`src/rtl/msu_pkg.sv`:
```
`default_nettype none
// ============================================================================
// Module   : msu_pkg
// Brief    : Shared types and constants for the MSU data-track fetch block.
// Revision : 1.0 - initial release
// ============================================================================
package msu_pkg;

   // log2 of the sector size in bytes
   localparam int c_sector_bits = 9;

   typedef enum logic [2:0] {
      IDLE  = 3'd0,
      CHECK = 3'd1,
      REQ   = 3'd2,
      FILL  = 3'd3,
      RD    = 3'd4,
      ACK   = 3'd5
   } state_t;

endpackage
`default_nettype wire

```
`src/rtl/msu_data_fetch_if.sv`:
```
`default_nettype none
// ============================================================================
// Module   : msu_data_fetch_if
// Brief    : Host request/response and storage sector-transfer signal bundle.
// Revision : 1.0 - initial release
// ============================================================================
interface msu_data_fetch_if #(
   parameter int SECTOR_BITS = msu_pkg::c_sector_bits
);
   logic [31:0]            data_addr;
   logic                   data_seek;
   logic                   data_req;
   logic                   invalidate;
   logic [7:0]             data;
   logic                   data_ack;
   logic [31:0]            sd_lba;
   logic                   sd_rd;
   logic                   sd_ack;
   logic [SECTOR_BITS-1:0] sd_buff_addr;
   logic [7:0]             sd_buff_dout;
   logic                   sd_buff_wr;

   // slave: the fetch block; master: register block plus storage side
   modport slave (
      input  data_addr, data_seek, data_req, invalidate,
      input  sd_ack, sd_buff_addr, sd_buff_dout, sd_buff_wr,
      output data, data_ack, sd_lba, sd_rd
   );

   modport master (
      output data_addr, data_seek, data_req, invalidate,
      output sd_ack, sd_buff_addr, sd_buff_dout, sd_buff_wr,
      input  data, data_ack, sd_lba, sd_rd
   );

endinterface
`default_nettype wire

```
`src/rtl/msu_sector_ram.sv`:
```
`default_nettype none
// ============================================================================
// Module   : msu_sector_ram
// Brief    : One-sector byte buffer, one write port, registered read port.
// Revision : 1.0 - initial release
// ============================================================================
module msu_sector_ram #(
   parameter int ADDR_BITS = 9
) (
   input  wire logic                 clk,
   input  wire logic                 i_wr_en,
   input  wire logic [ADDR_BITS-1:0] i_wr_addr,
   input  wire logic [7:0]           i_wr_data,
   input  wire logic                 i_rd_en,
   input  wire logic [ADDR_BITS-1:0] i_rd_addr,
   output      logic [7:0]           o_rd_data
);

   logic [7:0] r_mem [0:(1<<ADDR_BITS)-1];
   logic [7:0] r_rd_data;

   always_ff @(posedge clk) begin
      if (i_wr_en) begin
         r_mem[i_wr_addr] <= i_wr_data;
      end
      if (i_rd_en) begin
         r_rd_data <= r_mem[i_rd_addr];
      end
   end

   assign o_rd_data = r_rd_data;

endmodule
`default_nettype wire

```
`src/rtl/msu_data_fetch.sv`:
```
`default_nettype none
// ============================================================================
// Module   : msu_data_fetch
// Brief    : Single-sector cached byte fetcher for the MSU data track.
// Revision : 1.0 - initial release
// ============================================================================
module msu_data_fetch
   import msu_pkg::*;
#(
   parameter int SECTOR_BITS = c_sector_bits
) (
   input wire logic         CLK,
   input wire logic         RST_N,
   msu_data_fetch_if.slave  bus
);

   localparam int c_tag_bits = 32 - SECTOR_BITS;

   state_t                  r_state;
   state_t                  w_state_nxt;
   logic                    r_seek_q;
   logic [31:0]             r_addr;
   logic [c_tag_bits-1:0]   r_tag;
   logic                    r_valid;
   logic                    r_pending;
   logic [7:0]              r_data;
   logic                    r_data_ack;
   logic                    r_sd_rd;
   logic [31:0]             r_sd_lba;

   logic                    w_event;
   logic                    w_start;
   logic                    w_hit;
   logic                    w_ram_wr;
   logic                    w_ram_rd;
   logic [7:0]              w_ram_dout;

   assign w_event  = (bus.data_seek & ~r_seek_q) | bus.data_req;
   assign w_start  = w_event | r_pending;
   assign w_hit    = r_valid && (r_addr[31:SECTOR_BITS] == r_tag);
   assign w_ram_wr = bus.sd_ack & bus.sd_buff_wr;
   assign w_ram_rd = (r_state == RD);

   always_ff @(posedge CLK or negedge RST_N) begin
      if (!RST_N) begin
         r_state <= IDLE;
      end else begin
         r_state <= w_state_nxt;
      end
   end

   always_comb begin
      w_state_nxt = r_state;
      case (r_state)
         IDLE:    if (w_start) w_state_nxt = CHECK;
         CHECK:   w_state_nxt = w_hit ? RD : REQ;
         REQ:     if (bus.sd_ack) w_state_nxt = FILL;
         FILL:    if (!bus.sd_ack) w_state_nxt = RD;
         RD:      w_state_nxt = ACK;
         ACK:     w_state_nxt = IDLE;
         default: w_state_nxt = IDLE;
      endcase
   end

   always_ff @(posedge CLK or negedge RST_N) begin
      if (!RST_N) begin
         r_seek_q   <= 1'b0;
         r_addr     <= '0;
         r_tag      <= '0;
         r_valid    <= 1'b0;
         r_pending  <= 1'b0;
         r_data     <= '0;
         r_data_ack <= 1'b0;
         r_sd_rd    <= 1'b0;
         r_sd_lba   <= '0;
      end else begin
         r_seek_q   <= bus.data_seek;
         r_data_ack <= (r_state == ACK);

         if (r_state == ACK) begin
            r_data <= w_ram_dout;
         end

         // Events arriving while busy collapse into one deferred fetch that
         // samples whatever data_addr is current when IDLE is reached.
         if (r_state == IDLE) begin
            r_pending <= 1'b0;
            if (w_start) begin
               r_addr <= bus.data_addr;
            end
         end else if (w_event) begin
            r_pending <= 1'b1;
         end

         if (r_state == CHECK && !w_hit) begin
            r_sd_lba <= {{SECTOR_BITS{1'b0}}, r_addr[31:SECTOR_BITS]};
            r_sd_rd  <= 1'b1;
         end else if (r_state == REQ && bus.sd_ack) begin
            r_sd_rd  <= 1'b0;
         end

         // A completing fill wins over a concurrent invalidate.
         if (r_state == FILL && !bus.sd_ack) begin
            r_tag   <= r_sd_lba[c_tag_bits-1:0];
            r_valid <= 1'b1;
         end else if (bus.invalidate || (r_state == CHECK && !w_hit)) begin
            r_valid <= 1'b0;
         end
      end
   end

   msu_sector_ram #(
      .ADDR_BITS (SECTOR_BITS)
   ) u_ram (
      .clk       (CLK),
      .i_wr_en   (w_ram_wr),
      .i_wr_addr (bus.sd_buff_addr),
      .i_wr_data (bus.sd_buff_dout),
      .i_rd_en   (w_ram_rd),
      .i_rd_addr (r_addr[SECTOR_BITS-1:0]),
      .o_rd_data (w_ram_dout)
   );

   assign bus.data     = r_data;
   assign bus.data_ack = r_data_ack;
   assign bus.sd_lba   = r_sd_lba;
   assign bus.sd_rd    = r_sd_rd;

endmodule
`default_nettype wire

```
`src/flat_wrapper.sv`:
```
// flat-port wrapper written by rule: the top's interface ports become plain ports
module msu_data_fetch_flat import msu_pkg::*;
#(
   parameter int SECTOR_BITS = c_sector_bits
)
  (CLK, RST_N, bus_data_addr, bus_data_seek, bus_data_req, bus_invalidate, bus_sd_ack, bus_sd_buff_addr, bus_sd_buff_dout, bus_sd_buff_wr, bus_data, bus_data_ack, bus_sd_lba, bus_sd_rd);
  msu_data_fetch_if #(.SECTOR_BITS(SECTOR_BITS)) bus_i ();
  input wire logic CLK;
  input wire logic RST_N;
  input wire logic [$bits(bus_i.data_addr)-1:0] bus_data_addr;
  input wire logic [$bits(bus_i.data_seek)-1:0] bus_data_seek;
  input wire logic [$bits(bus_i.data_req)-1:0] bus_data_req;
  input wire logic [$bits(bus_i.invalidate)-1:0] bus_invalidate;
  input wire logic [$bits(bus_i.sd_ack)-1:0] bus_sd_ack;
  input wire logic [$bits(bus_i.sd_buff_addr)-1:0] bus_sd_buff_addr;
  input wire logic [$bits(bus_i.sd_buff_dout)-1:0] bus_sd_buff_dout;
  input wire logic [$bits(bus_i.sd_buff_wr)-1:0] bus_sd_buff_wr;
  output wire logic [$bits(bus_i.data)-1:0] bus_data;
  output wire logic [$bits(bus_i.data_ack)-1:0] bus_data_ack;
  output wire logic [$bits(bus_i.sd_lba)-1:0] bus_sd_lba;
  output wire logic [$bits(bus_i.sd_rd)-1:0] bus_sd_rd;
  assign bus_i.data_addr = bus_data_addr;
  assign bus_i.data_seek = bus_data_seek;
  assign bus_i.data_req = bus_data_req;
  assign bus_i.invalidate = bus_invalidate;
  assign bus_i.sd_ack = bus_sd_ack;
  assign bus_i.sd_buff_addr = bus_sd_buff_addr;
  assign bus_i.sd_buff_dout = bus_sd_buff_dout;
  assign bus_i.sd_buff_wr = bus_sd_buff_wr;
  assign bus_data = bus_i.data;
  assign bus_data_ack = bus_i.data_ack;
  assign bus_sd_lba = bus_i.sd_lba;
  assign bus_sd_rd = bus_i.sd_rd;
  msu_data_fetch #(.SECTOR_BITS(SECTOR_BITS)) u_core (.CLK(CLK), .RST_N(RST_N), .bus(bus_i));
endmodule
```
`config.mk`:
```
export PLATFORM = sky130hd
export DESIGN_NAME = msu_data_fetch_flat
export DESIGN_NICKNAME = d
export VERILOG_FILES = /design/src/rtl/msu_pkg.sv /design/src/rtl/msu_data_fetch_if.sv /design/src/rtl/msu_sector_ram.sv /design/src/rtl/msu_data_fetch.sv /design/src/flat_wrapper.sv
export SDC_FILE = /design/constraint.sdc
export NUM_CORES = 2
export LEC_CHECK = 0
export ABC_AREA = 1
export BUFFER_PORTS_ARGS = -buffer_cell sky130_fd_sc_hd__buf_2
export CAP_MARGIN = 20
export CORE_MARGIN = 2
export CORE_UTILIZATION = 23
export CTS_BUF_LIST = sky130_fd_sc_hd__clkbuf_2 sky130_fd_sc_hd__clkbuf_4 sky130_fd_sc_hd__clkbuf_8
export CTS_CLUSTER_DIAMETER = 80
export CTS_CLUSTER_SIZE = 24
export DETAILED_ROUTE_END_ITERATION = 6
export GPL_TIMING_DRIVEN = 0
export PLACE_DENSITY = 0.35
export SYNTH_ARGS = -nofsm -noshare
export SYNTH_HDL_FRONTEND = slang
export SYNTH_HIERARCHICAL = 1
export SYNTH_SLANG_ARGS = --single-unit
```
`constraint.sdc`:
```
create_clock -name CLK -period 4 [get_ports CLK]
set_input_delay 0.4 -clock CLK [delete_from_list [all_inputs] [get_ports CLK]]
set_output_delay 0.4 -clock CLK [all_outputs]
set_load 0.02 [all_outputs]
```
==> impl_metrics.prom <==
# TYPE chip_impl_metric gauge
chip_impl_metric{name="critPathBufInv",unit=""} 3
chip_impl_metric{name="wl",unit="um"} 992000
chip_impl_metric{name="worstPathArrival",unit="ps"} 5210
chip_impl_metric{name="layout-area-overhead-vs-synth",unit="%"} 16.2
chip_impl_metric{name="drt_first_pass_iters",unit=""} 7
chip_impl_metric{name="vdd_ir_drop_max",unit="mV"} 0.559
chip_impl_metric{name="synth.avg_cell_area",unit="um2"} 11.9
chip_impl_metric{name="synth_warnings",unit=""} 6
chip_impl_metric{name="ff_latch_area",unit="mm2"} 0.126
chip_impl_metric{name="ys_ff_latch",unit=""} 4198
chip_impl_metric{name="synth_edf_count",unit=""} 4104
chip_impl_info{name="tritoncts",value="done"} 1
chip_impl_info{name="timing.hold.worst.class",value="input pin to flop"} 1
chip_impl_metric{name="route.antenna.remaining_nets",unit=""} 0
chip_impl_metric{name="gpl_wtd_cong",unit=""} 0.978
chip_impl_metric{name="max_clock_freq",unit="MHz"} 236
chip_impl_metric{name="ff2ff_setup_slack",unit="ps"} -240
chip_impl_metric{name="met3_usage",unit="%"} 4.68
chip_impl_metric{name="synth-seq-area-share",unit="%"} 73.5
chip_impl_metric{name="cts_buf_count",unit=""} 302
chip_impl_metric{name="fillCellCount",unit=""} 77307
chip_impl_metric{name="grt_use_total",unit="%"} 25.5
chip_impl_info{name="yosys_top_cell_by_area",value="sky130_fd_sc_hd__edfxtp_1"} 1
chip_impl_metric{name="final_nets",unit=""} 15213
chip_impl_metric{name="cts.htree.levels",unit=""} 5
chip_impl_metric{name="worst-slew-pin-transition",unit="ps"} 1390
chip_impl_metric{name="final_design_area_no_fill",unit="mm2"} 0.199
chip_impl_metric{name="initial_utilization",unit="%"} 23.1
chip_impl_metric{name="maximum_capacitance_violations",unit=""} 0
chip_impl_metric{name="period_minus_ws_final",unit="ps"} 4240
chip_impl_metric{name="hpwlAfterDp",unit="um"} 727000
chip_impl_info{name="crit_type",value="flop to flop"} 1
chip_impl_metric{name="post_cts.repair.setup_buffers",unit=""} 0
chip_impl_metric{name="design.die.area",unit="mm2"} 0.750
chip_impl_metric{name="clock_slew_at_the_register_clock_pins_of_the_worst_setup_and_hold_paths",unit="ps"} 150
chip_impl_info{name="timing.critical_path.max_delay_family",value="buffers and inverters"} 1
chip_impl_metric{name="ff2ff_path_depth",unit=""} 10
chip_impl_info{name="cp_slowest_cell",value="sky130_fd_sc_hd__buf_1"} 1
chip_impl_metric{name="syn_inst",unit=""} 14353
chip_impl_metric{name="drt_drc_violations_left",unit=""} 1
chip_impl_metric{name="synth-async-reset-ratio",unit="%"} 2.24
chip_impl_info{name="clock_root_buffer",value="sky130_fd_sc_hd__clkbuf_8"} 1
chip_impl_metric{name="pin_count",unit=""} 98
chip_impl_metric{name="final_max_slew_viol_count",unit=""} 0
chip_impl_metric{name="later_pin_clock_latency_in_the_skew_report",unit="ps"} 1280
chip_impl_info{name="timing.critical_path.mode_cell",value="sky130_fd_sc_hd__nand3_1"} 1
chip_impl_info{name="path_cells",value="buf_2 > clkbuf_2 > buf_1 > nand3_1 > nand3_2 > nand3_1 > nand3_1 > nand3_1 > nand3_4 > nand2_1"} 1
chip_impl_metric{name="globalRouteOverflowTotal",unit=""} 0
chip_impl_metric{name="num_vias",unit=""} 128233
chip_impl_metric{name="worst-path-max-fanout",unit=""} 10
chip_impl_metric{name="finClkSkew",unit="ps"} 138
chip_impl_metric{name="clk_path_buf_depth",unit=""} 4
chip_impl_metric{name="global_route_wire_length_before_repair",unit="um"} 1250000
chip_impl_metric{name="setup_viol_count_final",unit=""} 8
chip_impl_metric{name="pre_cts_ws",unit="ps"} -1720
chip_impl_metric{name="cpPeakStageDelay",unit="ps"} 960
chip_impl_info{name="dominantRegCellSynth",value="sky130_fd_sc_hd__edfxtp_1"} 1
chip_impl_metric{name="synth.distinct_cells",unit=""} 34
chip_impl_metric{name="drt-vias-per-instance",unit=""} 5.06
chip_impl_metric{name="whs_path_depth",unit=""} 2
chip_impl_info{name="outcome",value="finished, violations left"} 1
chip_impl_info{name="startpoint_of_the_most_critical_hold_path",value="bus_sd_buff_dout[0]"} 1
chip_impl_metric{name="max-slew-margin-rel",unit="%"} 7.03
chip_impl_metric{name="static-leakage-power",unit="nW"} 68.0
chip_impl_metric{name="syn_area",unit="mm2"} 0.171
chip_impl_info{name="critPathLaunchType",value="flop"} 1
chip_impl_info{name="cell_with_the_most_instances_after_synthesis",value="sky130_fd_sc_hd__nand2_1"} 1
chip_impl_info{name="critical_path.reg2reg.startpoint",value="u_core/r_addr[3]"} 1
chip_impl_metric{name="grt.met1_usage",unit="%"} 34.4
chip_impl_metric{name="fp-row-count",unit=""} 316
chip_impl_info{name="violations",value="design-rule violations, negative setup slack"} 1
chip_impl_metric{name="floorplan.die.width",unit="um"} 866
chip_impl_metric{name="via_count_of_the_first_global_routing_pass",unit=""} 114896
chip_impl_metric{name="grt_antenna_before_repair",unit=""} 165
chip_impl_metric{name="grt.met2_usage",unit="%"} 39.5
chip_impl_metric{name="critical_path_required",unit="ps"} 4980
chip_impl_info{name="gr-max-usage-layer",value="met2"} 1
chip_impl_metric{name="detail_route.wl_per_cell",unit="um"} 39.2
chip_impl_metric{name="synth_top_area_share",unit="%"} 72.1
chip_impl_metric{name="power-per-cell-area",unit="mW/mm2"} 787
chip_impl_metric{name="standard_cell_core_area",unit="mm2"} 0.741
chip_impl_metric{name="post-route-period-util",unit="%"} 106
chip_impl_info{name="min_delay_worst_endpoint",value="u_core/u_ram/r_mem[488][0]"} 1
chip_impl_metric{name="postLayoutSetupSlackWorst",unit="ps"} -236
chip_impl_metric{name="place.port_buffers",unit=""} 88
chip_impl_info{name="cp-end-kind",value="flop"} 1
chip_impl_metric{name="floorplan.die.height",unit="um"} 866
chip_impl_metric{name="num_clock_sinks",unit=""} 4198
chip_impl_metric{name="layout-drive-gt1-share",unit="%"} 12.8
chip_impl_info{name="r2r_end",value="u_core/u_ram/o_rd_data[7]"} 1
chip_impl_metric{name="setup_total_negative_slack",unit="ps"} -1070
chip_impl_metric{name="hold_viol",unit=""} 0
chip_impl_metric{name="detailed_place.area",unit="mm2"} 0.189
chip_impl_info{name="unrepaired_setup_endpoints_after_global_routing",value="no"} 1
chip_impl_metric{name="dr.first_iter.drc_count",unit=""} 20446
chip_impl_info{name="synth.top_cells.by_area",value="sky130_fd_sc_hd__edfxtp_1, sky130_fd_sc_hd__nand3_1, sky130_fd_sc_hd__nand2_1"} 1
chip_impl_metric{name="multi_input_comb_area",unit="mm2"} 0.0400
chip_impl_info{name="synth.top_cells.by_count",value="sky130_fd_sc_hd__nand2_1, sky130_fd_sc_hd__nand3_1, sky130_fd_sc_hd__edfxtp_1"} 1
chip_impl_metric{name="maximum_number_of_pins_on_one_net_before_global_route_repair",unit=""} 127
-- cells in the final DEF, fill, tap and decap left out, types with 70 or more instances in the layout --
cell type	count
sky130_fd_sc_hd__nand2_1	4297
sky130_fd_sc_hd__edfxtp_1	4104
sky130_fd_sc_hd__nand3_1	4069
sky130_fd_sc_hd__nor2_1	495
sky130_fd_sc_hd__buf_2	473
sky130_fd_sc_hd__clkbuf_8	315
sky130_fd_sc_hd__buf_4	294
sky130_fd_sc_hd__buf_6	174
sky130_fd_sc_hd__buf_8	97
sky130_fd_sc_hd__clkbuf_1	96
sky130_fd_sc_hd__dlygate4sd3_1	94
sky130_fd_sc_hd__dfrtp_1	94
sky130_fd_sc_hd__nor2_2	76
sky130_fd_sc_hd__clkbuf_2	73
sky130_fd_sc_hd__buf_16	72
sky130_fd_sc_hd__inv_1	70
-- cell type report --
cell class,instances,share of cell area [%]
Inverter,87,0.169
Multi-Input combinational cell,9069,20.1
Tap cell,9858,6.21
Clock inverter,230,1.48
Timing Repair Buffer,492,3.27
Buffer,1007,3.25
Sequential cell,4198,63.2
Antenna cell,64,0.0806
Clock buffer,324,2.20
-- where the power goes --
part	switching (mW)	total [mW]	internal, mW
logic	63.6	79.4	15.7
clock network	18.2	27.7	9.53
registers	0.476	49.2	48.7
total	82.3	156	74.0
-- sequential cells by signal, summed over array words and instances, names as in the netlist, 3 cells and up --
register / count
u_core/bus.data: 8
u_core/bus.sd_lba: 23
u_core/r_addr: 32
u_core/r_state: 3
u_core/r_tag: 23
u_core/u_ram/o_rd_data: 8
u_core/u_ram/r_mem: 4096
-- routing by layer --
layer  up-vias  share of wire, %
met4        18               5.6
met2      7248                45
li1      52491                 -
met5         -             0.013
met1     67157                41
met3      1319               8.4
-- timing repair --
item                        CTS  global route
pin swaps                     4             0
hold endpoints to repair   1851             0
setup endpoints to repair     8             8
gates resized for setup     315            64
hold buffers                 95             0
-- through the flow --
| step | total power [mW] | util (%) | hold slack (ps) | std cells |
|---|---|---|---|---|
| after floorplan | 79.7 | - | 104 | 14361 |
| after global placement | 125 | 24.8 | 439 | 24307 |
| after detailed placement | 126 | 25.5 | 388 | 24588 |
| after CTS | 154 | 26.7 | 28.6 | 25237 |
| after global routing | 158 | 26.8 | 101 | 25283 |
| final | 156 | 26.8 | 155 | 25329 |
-- kinds of logic after synthesis --
logic type	after synthesis	share of synthesized area, %
other	1	0.00219
DFF	4198	73.5
xor gates and xnor gates	4	0.0205
muxes	18	0.123
buffers and inverters	1094	3.45
AOI/OAI and AO/OA	43	0.147
and+or+nand+nor	8995	22.8
-- how the worst max path moves through the flow --
stage	from	end	depth (start not counted)	slack [ps]
detailed placement	u_core/r_addr[2]	u_core/u_ram/o_rd_data[0]	12	-1720
finish	u_core/r_addr[3]	u_core/u_ram/o_rd_data[7]	10	-240
global placement	bus_sd_buff_dout[0]	u_core/u_ram/r_mem[62][0]	1	-7820
floorplan	bus_sd_buff_addr[4]	u_core/u_ram/r_mem[212][0]	7	2010
global route	u_core/r_addr[1]	u_core/u_ram/o_rd_data[0]	14	2
CTS	u_core/r_addr[1]	u_core/u_ram/o_rd_data[4]	12	-10
(Power assumes the default switching activity.)
